**src/rtl/lms_tap_feeder.sv**
```systemverilog
// Pops samples from the LMS prefetch FIFO into a TAPS-deep delay line and
// streams the full tap vector x[n]..x[n-TAPS+1] one beat per handshake.
module lms_tap_feeder #(
    parameter int DATA_WIDTH = 16,
    parameter int TAPS       = 32,
    parameter int IDX_WIDTH  = 5
) (
    input  logic                  clk,
    input  logic                  rst_n,
    input  logic                  fifo_rd_vld,
    input  logic [DATA_WIDTH-1:0] fifo_rd_data,
    output logic                  fifo_rd_en,
    input  logic                  flush,
    output logic [DATA_WIDTH-1:0] tap_data,
    output logic [IDX_WIDTH-1:0]  tap_idx,
    output logic                  tap_vld,
    output logic                  tap_last,
    input  logic                  tap_rdy
);

    typedef enum logic {
        IDLE,
        STREAM
    } state_t;

    localparam logic [IDX_WIDTH-1:0] LAST_IDX = IDX_WIDTH'(TAPS - 1);

    state_t                state;
    logic [IDX_WIDTH-1:0]  idx;
    logic [DATA_WIDTH-1:0] dline [TAPS];

    logic streaming;
    logic last_beat;
    logic pop;

    assign streaming = (state == STREAM);
    assign last_beat = streaming && (idx == LAST_IDX);

    // Re-pop only as the last beat is accepted so back-to-back bursts take exactly TAPS cycles.
    assign pop = rst_n && !flush && fifo_rd_vld &&
                 (!streaming || (tap_rdy && last_beat));

    // idx is returned to 0 on leaving STREAM, so IDLE presents dline[0] at tap 0.
    assign fifo_rd_en = pop;
    assign tap_vld    = streaming;
    assign tap_last   = last_beat;
    assign tap_idx    = idx;
    assign tap_data   = dline[idx];

    // NOTE: the delay line is reset explicitly because tap values are visible
    // outputs and early bursts must carry zeros, not power-up garbage.
    always_ff @(posedge clk or negedge rst_n) begin
        if (!rst_n) begin
            state <= IDLE;
            idx   <= '0;
            for (int k = 0; k < TAPS; k++) dline[k] <= '0;
        end else if (flush) begin
            state <= IDLE;
            idx   <= '0;
            for (int k = 0; k < TAPS; k++) dline[k] <= '0;
        end else if (pop) begin
            // NOTE: non-blocking assignments make every dline[k] read its
            // pre-edge neighbour, so the loop order does not matter.
            for (int k = TAPS - 1; k > 0; k--) dline[k] <= dline[k-1];
            dline[0] <= fifo_rd_data;
            idx      <= '0;
            state    <= STREAM;
        end else if (streaming && tap_rdy) begin
            if (last_beat) begin
                state <= IDLE;
                idx   <= '0;
            end else begin
                idx <= idx + IDX_WIDTH'(1);
            end
        end
    end

endmodule

```
**config.mk**
```make
export PLATFORM = sky130hd
export DESIGN_NAME = lms_tap_feeder
export DESIGN_NICKNAME = d
export VERILOG_FILES = /design/src/rtl/lms_tap_feeder.sv
export SDC_FILE = /design/constraint.sdc
export NUM_CORES = 1
export LEC_CHECK = 0
export BUFFER_PORTS_ARGS = -buffer_cell sky130_fd_sc_hd__buf_2
export CAP_MARGIN = 20
export CORE_MARGIN = 5
export CORE_UTILIZATION = 50
export CTS_BUF_LIST = sky130_fd_sc_hd__clkbuf_16
export DETAILED_ROUTE_END_ITERATION = 7
export PLACE_DENSITY_LB_ADDON = 0.15
export SLEW_MARGIN = 20
export SYNTH_ARGS = -nofsm -noshare
export SYNTH_HDL_FRONTEND = slang
export SYNTH_SLANG_ARGS = --single-unit
```
**constraint.sdc**
```tcl
create_clock -name clk -period 2.6 [get_ports clk]
set_input_delay 0.39 -clock clk [delete_from_list [all_inputs] [get_ports clk]]
set_output_delay 0.39 -clock clk [all_outputs]
set_load 0.005 [all_outputs]
```
* Yosys cells after proc, flatten, opt, wreduce, memory -nomap -nowiden
Index checks and enable logic that the tools add are counted.
Widths: inputs -> output; s select.
** Storage, ports and cells
- Output and inout port bits :: 24
- Logic and storage cells :: 64
- Input bits :: 21
- Register bits after elaboration :: 518
** Cells by class
- Equality and inequality tests :: 1
- Bitwise operators :: 1
- Order comparisons :: 1
- Add/sub/neg operators :: 1
- Reductions and logical operators :: 13
- Mux-type cells :: 13
** Operator list (number)
- $mux 512 :: 2
- $bmux 16 s5 :: 1
- $mux 16 :: 2
- $mux 5 :: 4
- $ge 6x6->1 const B :: 1
- $logic_and 1x1->1 :: 6
- $not 5->6 :: 1
- $reduce_bool 3->1 :: 2
- $add 5x1->5 const B :: 1
- $eq 5x5->1 const B :: 1
- $mux 1 :: 4
- $logic_not 1->1 :: 2
- $reduce_and 2->1 :: 1
- $reduce_bool 2->1 :: 1
- $logic_or 1x1->1 :: 1

* Logic depth before layout (Yosys ltp)
Gate-level depths: netlist of the first run.
- Depth in word-level cells :: 7
- Gate-level depth with buffers :: 13
- Gate-level depth less buffers :: 9

* Worst setup path before layout of the first run
Ideal clock, no wire load.
- Path kind :: register to output
- From :: reg idx[3] (netlist: tap_idx[3])
- To :: out fifo_rd_en
- Path buffers :: 4
- Path slack :: 0.375 ns
- Cell stages (with the launch flop) :: 11
- Data required time :: 2.210 ns
- Arrival time :: 1.835 ns
- Path through :: dfrtp_1 > clkbuf_1 > and3_1 > ha_1 > buf_2 > nand2_1 > nand2_1 > nand2_2 > inv_2 > buf_2 > clkbuf_1
** On the way
- Longest elaborated chain between the ends :: 5
** Ends and longest elaborated chain
- start, declared :: line 29 : logic [IDX_WIDTH-1:0] idx;
- start signal, assigned :: line 73 : idx <= idx + IDX_WIDTH'(1);
- $eq 5x5->1 :: line 37 : assign last_beat = streaming && (idx == LAST_IDX);
- $logic_and 1x1->1 :: line 37
- $logic_and 1x1->1 :: line 41 : (!streaming || (tap_rdy && last_beat));
- $logic_or 1x1->1 :: line 41
- $logic_and 1x1->1 :: line 40 : assign pop = rst_n && !flush && fifo_rd_vld &&
- end, declared :: line 12 : output logic fifo_rd_en,
No other way between the ends.

* Final worst setup path of the first run
- From :: reg idx[0] (netlist: tap_idx[0])
- To :: out tap_data[9]
** On the way
- Longest elaborated chain between the ends :: 4
** Ends and longest elaborated chain
- $not 5->6 (not written as such) :: line 48 : assign tap_data = dline[idx];
- $bmux 16 s5 :: line 48
- $mux 16 (not written as such) (2 in a row) :: line 48
- end, declared :: line 14 : output logic [DATA_WIDTH-1:0] tap_data,
No other way between the ends. The select of a mux whose other input is x is not followed.

==> results of run 1 <==
## path summary, 6_finish.rpt
| check | startpoint | end | slack, ns |
|---|---|---|---|
| worst max-delay path | tap_idx[0] | tap_data[9] | -0.40 |
| worst min-delay path | fifo_rd_data[7] | dline[503] | 0.07 |
| worst max register to register | tap_idx[0] | dline[242] | -0.23 |
| worst min register to register | dline[404] | dline[388] | 0.49 |
| max in group asynchronous | rst_n | tap_idx[0] | 0.83 |
| min in group asynchronous | rst_n | dline[128] | 0.22 |
## what timing repair did
action	in CTS	in global routing
hold endpoints to repair	46	0
hold buffers	15	0
gates resized for setup	61	257
gates cloned	5	94
pin swaps	5	341
setup endpoints to repair	18	356
setup buffers	10	68
## critical path, cell delays in order (launching register included)
cell	delay, ns
dfrtp_4	0.51
buf_12	0.17
buf_16	0.15
buf_12	0.13
clkbuf_16	0.16
mux2i_1	0.23
a21oi_1	0.16
a31oi_4	0.20
nand3_2	0.10
buf_6	0.15
## cell usage after synthesis
cell type and count:
a21oi_1 82, dfrtp_1 518, and3_1 1, and2_1 2, nor3b_1 2, a31oi_1 16, buf_1 24, mux2i_1 256
or4_1 1, nand2_2 1, o21ai_0 3, a22o_1 32, nand3_1 32, nor3_1 20, nand2b_1 2, a22oi_1 64
clkbuf_1 142, nor2b_1 2, nor2_1 2, buf_4 18, nand3b_1 466, or4b_2 1, or2_1 1, inv_2 1
nor2_2 1, nand4_1 16, nand2_1 1061, a211oi_1 2, buf_6 1, ha_1 2, buf_2 52
## layout by cell type, fill, tap and decap left out, drive strengths merged
master	synthesis	final
inv	1	15
mux2i	256	256
or4b	1	1
or2	1	1
nand3	32	32
or4	1	1
bufinv	0	2
dfrtp	518	518
and3	1	1
nor3	20	20
nand2b	2	2
and2	2	2
o21ai	3	3
diode	0	1
nand3b	466	466
ha	2	2
a22oi	64	64
a31oi	16	16
nor2b	2	2
a211oi	2	2
nand4	16	16
clkinvlp	0	1
nand2	1062	1062
nor2	3	3
nor3b	2	2
clkinv	0	30
a22o	32	32
a21oi	82	82
dlygate4sd3	0	15
clkbuf	142	122
buf	95	250
## stage by stage
step	area, um^2	total power, uW	setup WS, ns
CTS	29570	16850	-0.3579
global route	33240	17850	-0.4275
detailed placement	27260	9311	0.09394
floorplan	25830	8832	0.3745
finish	33240	17330	-0.3974
global placement	27260	9303	0.06304
## report_power, final
part	total, uW	switching (uW)	internal (uW)	leakage [uW]
Sequential	8110	25.5	8080	0.00723
Combinational	1720	924	799	0.00803
Clock	7500	3360	4140	0.000871
Total	17300	4310	13000	0.0161
## flip-flops by register name (all words and copies together), names as in the netlist
register,flops
dline,512
tap_idx,5
tap_vld,1
## final cells by class
type | instances | area [um^2]
Inverter | 1 | 20.02
Sequential cell | 518 | 12970
Tap cell | 680 | 850.8
Clock buffer | 57 | 1426
Timing Repair inverter | 1 | 8.758
Timing Repair Buffer | 330 | 5094
Multi-Input combinational cell | 2068 | 12610
Clock inverter | 46 | 252.7
Antenna cell | 1 | 2.502
Fill cell | 3925 | 17960
## routing by layer
metal / vias to the layer above / GRT usage
li1: 9864 / -
met1: 11020 / 0.3365
met2: 892 / 0.3723
met3: 183 / 0.04130
met4: 0 / 0.07102
met5: - / 0.02104
## cell families after synthesis
family,Yosys count,synth area share
AOI/OAI and AO/OA,199,0.05038
adders and majority gates,2,0.0009687
buffers and inverters,238,0.04001
and+or+nand+nor,1611,0.3076
muxes,256,0.09921
DFF,518,0.5019
==> summary.md, run 1 <==
| Metric | Value |
|---|---|
| R2R cell count | `18` |
| Clk_lat worst skew | `0.63 ns` |
| Peak Freq | `333.6 MHz` |
| Slew @ Worst Pin | `1.189 ns` |
| Placeable Area | `slightly above 50000 um^2` |
| WL/cell | `22.13 um` |
| Chip height | `237.3 um` |
| Final global-route overflow total | `0` |
| Synth top area cells | `dfrtp_1, nand2_1, nand3b_1, mux2i_1, clkbuf_1` |
| Yosys warns | `0` |
| Peak supply drop | `0.0004759 V` |
| Register area share after synthesis | `0.5019` |
| Max Slew Vio Count | `0` |
| Clock Sink Count | `518` |
| RSZ-0062 raised after global routing | `true` |
| Via count | `21960` |
| Endpoints failing setup | `516` |
| Final hold violations | `0` |
| Largest net degree at the start of global routing | `around 300` |
| Setup_tns | `-56.88 ns` |
| I/O pins | `45` |
| Net Count, Synth | `~2800` |
| Fin Clk Skew | `0.01864 ns` |
| Failing checks | `setup timing` |
| CTS tree | `yes` |
| Clk pin slew, worst setup/hold paths | `0.06 ns` |
| Synth Instances | `approximately 2800` |
| Gp weighted congestion | `between 0.7 and 0.8` |
| Worst hold path type | `in -> reg` |
| Post-Route Utilization | `0.6492` |
| CP Max Fanout | `7` |
| Area added between synthesis and finish | `28.69%` |
| Vias per cell | `5.932` |
| Met1 Wirelength | `34590 um` |
| Setup ws final | `-0.3974 ns` |
| H-tree depth | `2` |
| Starting Density | `0.5045` |
| Routed wl met2 | `38550 um` |
| Outcome | `complete, but fails checks` |
| Initial DRC Count | `2466` |
| DRT Pass-1 Iters | `5` |
| Final cell count without fillers | `3702` |
| Met3 routed WL | `5849 um` |
| Layout cells sized above 1 | `0.1738` |
| Hold Path Depth | `3` |
| Critical Path RT | `approximately 2.2 ns` |
| Leak | `0.01613 uW` |
| Inst Count DP | `approximately 3400` |
| Buffer levels on the longest clock path | `3` |
| Yosys cell types | `31` |
| DR top layer | `met4` |
| Total GRT Usage | `0.2364` |
| Final worst path period share | `1.153` |
| Pwr per Cell Area | `roughly 520 nW/um^2` |
| Critical path class | `reg -> out` |
| Final WL | `81910 um` |
| Critical path data arrival time | `2.61 ns` |
| PortBufs | `44` |
| Synth top area share | `0.5019` |
| DP Wirelength | `around 40000 um` |
| Row count | `between 80 and 90` |
| CTS buffer count | `56` |
| Startpoint types | `register` |
| Tmin final | `2.997 ns` |
| Die W | `237.3 um` |
| Initial antenna violation count | `1` |
| Worst setup EP type | `primary output` |
| Avg Synthesized Cell Area | `9.146 um^2` |
| Worst slew margin | `0.2072` |
| Global-route wire length before repair | `110200 um` |
| Yosys reg bits | `518` |
| CTS root buffer | `clkbuf_16` |
| Largest area contributor in the netlist | `dfrtp_1` |
| Vias in the first global route | `about 20000` |
| Antenna-violating nets left | `0` |
| Die ar. | `56300 um^2` |
| Nets | `2999` |
| Max-cap viol count | `0` |
| Syn Std Cell Area | `25830 um^2` |
| Final hold slack | `0.06831 ns` |
| DRC Markers | `0` |
No activity file was read; power rests on OpenSTA's default activity.
==> run 2: changes to the inputs <==
Settings changed: CORE_UTILIZATION 50 to 42.
==> run 2 against run 1 <==
The flow still finishes with violations (setup timing). Critical endpoint is now tap_data[11]. Clock power up 4.0%. Register-to-register slack better by 0.32 ns. Worst hold slack worse by 0.034 ns. Cell area down 7.8%. Via count down 8.3%. Fmax up 0.20%. Total power down 0.95%. Largest cell class unchanged. Flip-flop and latch count unchanged.
==> summary.md, run 2 (synthesis gave the netlist of run 1 again) <==
| Metric | Value |
|---|---|
| Inst Count DP | `3525 (+3.3%)` |
| Power Total | `17160 uW (-0.95%)` |
| Clock Sink Count | `518 (unchanged)` |
| Layout cells sized above 1 | `0.1228 (-0.05102)` |
| Clk pin slew, worst setup/hold paths | `0.06 ns (about the same)` |
| Startpoint types | `register` |
| I/O pins | `45 (unchanged)` |
| Leak | `0.01492 uW (-7.5%)` |
| Final WL | `70230 um (-14%)` |
| CTS root buffer | `clkbuf_16` |
| Peak supply drop | `0.0005154 V (+8.3%)` |
| Placeable Area | `61260 um^2 (+20%)` |
| Reg power frac | `0.472 (+0.004)` |
| DRC Markers | `0 (unchanged)` |
| Vias in the first global route | `19790 (-1.6%)` |
| Initial antenna violation count | `0 (-1)` |
| Area added between synthesis and finish | `18.71%` |
| Largest net degree at the start of global routing | `244 (-20%)` |
| Final worst path period share | `1.150 (-0.002354)` |
| Sw Pwr | `4156 uW (-3.6%)` |
| Slowest CP cell | `dfrtp_4` |
| Via count | `20150 (-8.3%)` |
| Critical path data arrival time | `2.60 ns (about the same)` |
| Largest Register | `dline` |
| Worst slew margin | `0.3622 (+0.1550)` |
| Die W | `258.0 um (+8.7%)` |
| Diode count | `0 (-1)` |
| Nets | `2883 (-3.9%)` |
| Starting Density | `0.4216 (-0.08284)` |
| Pint | `13010 uW (about the same)` |
| Final global-route overflow total | `0 (unchanged)` |
| Pwr per Cell Area | `559.7 nW/um^2 (+7.4%)` |
| Die ar. | `66560 um^2 (+18%)` |
| DP Wirelength | `38950 um (about the same)` |
| Commonest non-fill, non-tap cells in the layout | `nand2_1, dfrtp_1, nand3b_1` |
| Vias per cell | `5.448 (-8.2%)` |
| Antenna-violating nets left | `0 (unchanged)` |
| Outcome | `complete, but fails checks` |
| Setup ws final | `-0.3913 ns (+0.006121 ns)` |
| Global-route wire length before repair | `111800 um (+1.4%)` |
| Tmin final | `2.991 ns (-0.006121 ns)` |
| Pre-CTS WS | `0.1230 ns (+0.02903 ns)` |
| Max reg flops | `512 (unchanged)` |
| Failing checks | `setup timing` |
| Clk_lat worst skew | `0.63 ns (about the same)` |
| Endpoints failing setup | `18 (-97%)` |
| Post-Route Utilization | `0.5006 (-0.1487)` |
| Slew @ Worst Pin | `0.9568 ns (-0.2325 ns)` |
| CTS tree | `yes` |
| Clock network power share | `0.455 (+0.022)` |
| Initial DRC Count | `1953 (-21%)` |
| Critical Path Max Stage Delay | `0.49 ns (-0.02 ns)` |
| Critical path, cell by cell | `buf_12 > buf_12 > buf_16 > buf_12 > mux2i_2 > nand2_1 > a31oi_2 > nand3_2 > buf_6` |
| DRT Pass-1 Iters | `8 (+3)` |
| Most common cell after layout, fill and taps aside | `nand2_1` |
| CTS buffer count | `59 (+5.4%)` |
| Crit-path leading delay family | `buffers and inverters` |
| RSZ-0062 raised after global routing | `true` |
| CP Buf/Inv Count | `5 (unchanged)` |
| WL/cell | `18.99 um (-14%)` |
| Chip height | `258.0 um (+8.7%)` |
| Sw Share | `0.2422 (-0.006537)` |
| Worst setup EP type | `primary output` |
| Max-cap viol count | `0 (unchanged)` |
| Critical path class | `reg -> out` |
| PortBufs | `44 (unchanged)` |
| Critical Path RT | `2.21 ns (about the same)` |
| Total GRT Usage | `0.2028 (-0.03353)` |
| Combinational Power Share | `0.073 (-0.026)` |
| Max Slew Vio Count | `0 (unchanged)` |
| Gp weighted congestion | `0.7562 (-3.3%)` |
| CP Max Fanout | `8 (+1)` |
| Row count | `91 (+9.6%)` |
| Final cell count without fillers | `3698 (-0.11%)` |
| Most common cell on crit path | `buf_12` |
| Worst hold path type | `in -> reg` |
| Final hold violations | `0 (unchanged)` |
| Final hold slack | `0.03415 ns (-0.03415 ns)` |
| Fin Clk Skew | `0.03366 ns (+0.01502 ns)` |
| H-tree depth | `2 (unchanged)` |
| Peak Freq | `334.3 MHz (+0.20%)` |
| Fillers | `5604 (+43%)` |
| Buffer levels on the longest clock path | `3 (unchanged)` |
[run 2: repair_timing]
action,4_1_cts,5_1_grt
setup endpoints to repair,18,229
endpoints found under the hold margin,30,0
cloned,4,12
setup buffers,6,31
pin swaps,4,43
hold buffers,14,0
resized for setup,45,99
[run 2: layout make-up]
| class | instances | area, um^2 | area share |
|---|---|---|---|
| sequential | 518 | 12970 | 0.4230 |
| multi-input combinational | 2068 | 12350 | 0.4028 |
| timing repair buffer | 211 | 2519 | 0.08214 |
| clock buffer | 60 | 1501 | 0.04897 |
| tap | 790 | 988.4 | 0.03224 |
| clock inverter | 49 | 292.8 | 0.009549 |
| inverter | 1 | 30.03 | 0.0009794 |
| timing repair inverter | 1 | 11.26 | 0.0003673 |
[run 2: path summary, 6_finish.rpt]
| check | startpoint | end | slack [ns] | depth (start not counted) |
|---|---|---|---|---|
| worst max-delay path | tap_idx[0] | tap_data[11] | -0.39 | 9 |
| worst min-delay path | fifo_rd_data[15] | dline[511] | 0.03 | 3 |
| worst max register to register | tap_idx[0] | dline[77] | 0.09 | 12 |
| worst min register to register | dline[366] | dline[350] | 0.47 | 2 |
| max in group asynchronous | rst_n | dline[92] | 0.68 | 4 |
| min in group asynchronous | rst_n | dline[183] | 0.43 | 3 |
[run 2: power groups by stage]
stage / Sequential [uW] / Combinational, uW / Clock (uW)
global placement: 8250 / 1070 / 0
finish: 8100 / 1250 / 7800
global route: 8100 / 1350 / 8360
detailed placement: 8250 / 1080 / 0
CTS: 8100 / 1150 / 8000
floorplan: 8240 / 593 / 0
[run 2: worst reg2reg max path, stage by stage, from the launching register on]
cell and delay [ns]:
dfrtp_4 0.49, buf_6 0.15, ha_2 0.20, and3_1 0.18, ha_2 0.19, nand2_2 0.09
nand2_4 0.08, nand2_8 0.12, buf_4 0.21, buf_16 0.25, buf_6 0.32, nand3b_1 0.11
nand2_1 0.08
[run 2: per-layer routing]
layer,vias to the layer above,track usage,share of wire
met5,-,0,0
met4,0,0.05073,0.022
met3,89,0.03256,0.045
met2,392,0.3079,0.44
met1,10090,0.3051,0.49
li1,9577,-,-
[run 2: stage by stage]
stage | setup TNS (ns) | area [um^2]
floorplan | 0 | 25830
finish | -5.140 | 30660
detailed placement | 0 | 27360
global placement | 0 | 27360
CTS | -6.146 | 29680
global route | -6.592 | 30660
